### src/rtl/logic_calc_sequencer.sv
// Bit-serial logic unit: runs WIDTH-bit AND/OR/NOT through one 1-bit
// calculator, LSB first, with valid/ready handshakes on both sides.

module basic_logic_calculator (
  input  logic       a,
  input  logic       b,
  input  logic [1:0] s,
  output logic       result
);

  always_comb begin
    result = 1'b0;
    unique case (s)
      2'b00: result = a & b;
      2'b01: result = a | b;
      2'b10: result = ~a;
      2'b11: result = ~b;
      default: result = 1'b0;
    endcase
  end

endmodule

module logic_calc_sequencer #(
  parameter int WIDTH = 8
) (
  input  logic             clk,
  input  logic             rst_n,
  input  logic             in_valid,
  output logic             in_ready,
  input  logic [WIDTH-1:0] in_a,
  input  logic [WIDTH-1:0] in_b,
  input  logic [1:0]       in_op,
  output logic             out_valid,
  input  logic             out_ready,
  output logic [WIDTH-1:0] out_data,
  output logic             busy
);

  localparam int CW = $clog2(WIDTH + 1);
  localparam logic [CW-1:0] LAST = CW'(WIDTH - 1);

  typedef enum logic [1:0] {
    IDLE,
    RUN,
    DONE
  } state_t;

  state_t           state;
  state_t           state_nx;
  logic [WIDTH-1:0] a_sh;
  logic [WIDTH-1:0] b_sh;
  logic [WIDTH-1:0] res_sh;
  logic [WIDTH-1:0] res_nx;
  logic [WIDTH-1:0] data_r;
  logic [1:0]       op_r;
  logic [CW-1:0]    cnt;
  logic             result;
  logic             last;

  basic_logic_calculator u_calc (
    .a      (a_sh[0]),
    .b      (b_sh[0]),
    .s      (op_r),
    .result (result)
  );

  // Truncation keeps {result, res_sh[WIDTH-1:1]}, valid even for WIDTH=1
  assign res_nx = WIDTH'({result, res_sh} >> 1);
  assign last   = (cnt == LAST);

  always_ff @(posedge clk or negedge rst_n) begin
    if (!rst_n) state <= IDLE;
    else        state <= state_nx;
  end

  always_comb begin
    state_nx = state;
    unique case (state)
      IDLE: if (in_valid)  state_nx = RUN;
      RUN:  if (last)      state_nx = DONE;
      DONE: if (out_ready) state_nx = IDLE;
      default:             state_nx = IDLE;
    endcase
  end

  always_ff @(posedge clk or negedge rst_n) begin
    if (!rst_n) begin
      a_sh   <= '0;
      b_sh   <= '0;
      op_r   <= 2'b00;
      res_sh <= '0;
      cnt    <= '0;
      data_r <= '0;
    end else if (state == IDLE) begin
      if (in_valid) begin
        a_sh <= in_a;
        b_sh <= in_b;
        op_r <= in_op;
        cnt  <= '0;
      end
    end else if (state == RUN) begin
      a_sh   <= a_sh >> 1;
      b_sh   <= b_sh >> 1;
      res_sh <= res_nx;
      if (last) data_r <= res_nx;
      else      cnt    <= cnt + CW'(1);
    end
  end

  assign in_ready  = (state == IDLE);
  assign busy      = (state != IDLE);
  assign out_valid = (state == DONE);
  assign out_data  = data_r;

endmodule

### config.mk
export PLATFORM = sky130hd
export DESIGN_NAME = logic_calc_sequencer
export DESIGN_NICKNAME = d
export VERILOG_FILES = /design/src/rtl/logic_calc_sequencer.sv
export SDC_FILE = /design/constraint.sdc
export NUM_CORES = 1
export LEC_CHECK = 0
export ABC_AREA = 0
export CAP_MARGIN = 20
export CORE_MARGIN = 2
export CORE_UTILIZATION = 58
export CTS_CLUSTER_SIZE = 25
export DETAILED_ROUTE_END_ITERATION = 16
export DONT_BUFFER_PORTS = 1
export PLACE_DENSITY = 0.74
export SETUP_SLACK_MARGIN = 0.1
export SYNTH_ARGS = -nofsm -noshare
export SYNTH_HDL_FRONTEND = slang
export SYNTH_SLANG_ARGS = --single-unit
### constraint.sdc
create_clock -name clk -period 2.3 [get_ports clk]
set_input_delay 0.23 -clock clk [delete_from_list [all_inputs] [get_ports clk]]
set_output_delay 0.23 -clock clk [all_outputs]
set_load 0.1 [all_outputs]
==> results.txt <==
Worst Max-Slew Pin Slew: 0.9389 ns
P per Cell Area: 1590 nW/um^2
Top FF cell, synth: dfrtp_1
Worst hold path class: in -> reg
GR Overflow Total: 0
CP Max Fanout: 23
Setup CP Type: reg -> out
Total Power: 3.130 mW
Yosys cell types: 29
Final setup fails: 0
Worst vdd rail ir drop: 0.0006748 V
Fmax: 0.5557 GHz
WL/cell: 16.84 um
Cell count after placement: 201
Initial antenna violation count: 0
Ports: 33
Vias per cell: 6.028
Cells along the critical path: buf_4 -> or2_2 -> inv_1 -> buf_12
Critical path's top delay family: buffers and inverters
Nets: 202
Post-synth net total: 195
Gr usage total: 22.84%
Area Overhead vs Synth: 8.633%
Setup TNS: 0 ns
Hpwl dp: 2.506 mm
Drt drc: 0
Yosys warning count: 0
Number of synthesized register bits: 39
Detailed-route wire length: 3.586 mm
Port Buffers: 0
Core area: 3003 um^2
Sequential-to-total area share from yosys stat: 53.87%
Clk root buf: clkbuf_4
Worst Hold Slack: 0.06297 ns
Hold Vio Cnt, Final: 0
WP data required: 2.07 ns
DR iter-0 viols: 45
Vias: 1,284
Post-route minimum period: 1.800 ns
Clock sinks: 39
Post-Syn Area: 1812 um^2
Leak Pwr: 0.8943 nW
Crit-path slowest cell: dfrtp_1
Post-route clock period utilization: 78.24%
RSZ-0062 raised after global routing: false
Largest net degree at the start of global routing: 40
Post-Syn Area per Cell: 10.53 um^2
GP Congestion: 0.7540
Largest stage delay on the critical path: 0.42 ns
Worst rel slew slack: 37.41%
Worst endpoint data arrival time: 1.57 ns
Die area: 3587 um^2
Diode count: 0
Initial Utilization: 60.33%
Critical Path Start Type: flip-flop
Die height: 59.89 um
Nature of the critical path endpoint: output pin
Final std cells w/o fill: 213
Clock transition at the registers of the reported paths: 0.12 ns
Worst Skew: 0.01257 ns
Vias in the first global route: 1,341
Row count: 20
R2r setup slk: 0.55 ns
H-tree Lvls: 2
Status: finished clean
Slew Limit Fails: 0
CTS buffer count: 5
CTS tree: done
Fillcell total: 254
Gate Count Post-Synth: 172
First-pass GRT wire length: 5.927 mm
ANT nets after route: 0
Layout cell share with drive strength beyond 1: 14.44%
Max Cap Violations: 0
CP bufs+invs: 3
CTS Buffer Depth: 2
Die Span X: 59.89 um
Clk_lat worst skew: 0.35 ns
Fraction of registers with async set/reset: 100.0%
Number of synthesized flops with an enable pin: 0
First-pass detailed-route iteration total: 4
==> synth_stat cells (2+ instances only) <==
master | instances | area share [%]
o21ai_0 | 5 | 1.4
buf_2 | 3 | 0.83
nand3_1 | 2 | 0.55
mux2_4 | 7 | 5.8
o21ai_1 | 15 | 4.1
mux2i_1 | 2 | 1.1
nand2_1 | 27 | 5.6
a22oi_1 | 13 | 5.4
mux2_1 | 3 | 1.9
dfrtp_1 | 39 | 54
nor2b_1 | 14 | 4.8
buf_6 | 2 | 1.2
clkbuf_1 | 6 | 1.2
o211ai_1 | 4 | 1.7
and3b_1 | 2 | 0.97
inv_1 | 4 | 0.83
a21oi_1 | 12 | 3.3
==> worst paths after layout <==
| check | from | endpoint | cells after the start |
|---|---|---|---|
| hold reg to reg | b_sh[2] | b_sh[2] | 2 |
| min in group asynchronous | rst_n | cnt[2] | 2 |
| hold / removal | out_ready | state[1] | 2 |
| max in group asynchronous | rst_n | a_sh[6] | 2 |
| setup reg to reg | state[0] | out_data[4] | 3 |
| setup / recovery | state[1] | in_ready | 4 |
==> power breakdown <==
part           switching [mW]  total, mW  internal (mW)  leakage [nW]
combinational           0.661       1.13          0.469         0.374
sequential              0.688       1.65          0.967         0.493
clock                   0.229      0.345          0.117        0.0272
total                    1.58       3.13           1.55         0.894
==> layer usage <==
| metal | global-route usage (%) | up-vias | share of wire (%) |
|---|---|---|---|
| met5 | 0 | - | 0 |
| met4 | 10.16 | 0 | 1.1 |
| met3 | 6.061 | 4 | 4.5 |
| met2 | 39.75 | 34 | 52 |
| met1 | 26.06 | 631 | 42 |
| li1 | - | 615 | - |
==> stage by stage <==
stage                     area [um^2]  util [%]  setup slack, ns
after detailed placement         1861     61.96           0.5724
after CTS                        1968     65.54           0.4919
after global routing             1968     65.54           0.3876
after floorplan                  1814         -           0.2400
after global placement           1861     61.96           0.6422
final                            1968     65.54           0.5004
==> state kept, by name, summed over array words and instances, names as in the netlist <==
register and flops:
a_sh 8, b_sh 8, cnt 4, op_r 2, out_data 8, res_sh 7, state 2
==> layout by cell type, fill, tap and decap left out <==
cell type,instances
a21o_1,1
a21oi_1,12
a22oi_1,13
and3b_1,2
and4b_1,1
buf_12,2
buf_4,6
clkbuf_4,5
clkinv_2,1
clkinvlp_4,2
dfrtp_1,39
dlygate4sd3_1,3
ha_1,1
inv_1,4
mux2_1,3
mux2_4,7
mux2i_1,2
nand2_1,27
nand2b_1,1
nand3_1,2
nand4b_1,1
nor2b_1,13
nor2b_2,2
o211ai_1,4
o21ai_0,5
o21ai_1,15
o21bai_1,1
o31ai_1,1
or2_2,1
or2b_1,1
or3_1,1
or3b_1,1
==> timing repair <==
item / 4_1_cts / 5_1_grt
setup buffers: 0 / 0
hold buffers: 4 / 0
gates resized for setup: 0 / 0
endpoints found under the hold margin: 41 / 0
==> final cells by class <==
| class | count | area, um^2 | area share, % |
|---|---|---|---|
| multi-input cells | 118 | 763.2 | 38.78 |
| repair buffers | 11 | 115.1 | 5.849 |
| clock inverters | 3 | 20.02 | 1.017 |
| well taps | 33 | 41.29 | 2.098 |
| flip-flops and latches | 39 | 975.9 | 49.59 |
| inverters | 4 | 15.01 | 0.7629 |
| clock buffers | 5 | 37.54 | 1.907 |
==> cell families after synthesis <==
logic type / share of synthesized area, %
adder cells (fa/ha/maj): 0.6905
flip-flops: 53.87
AND/OR/NAND/NOR: 15.40
multiplexers: 8.771
buffers and inverters: 4.143
AO/OA/AOI/OAI: 17.13
==> worst reg2reg max path: stages, from the launching register on <==
cell	delay (ns)
dfrtp_1	0.52
nor2b_2	0.21
and4b_1	0.57
mux2_4	0.35
No activity file was read; power rests on OpenSTA's default activity.
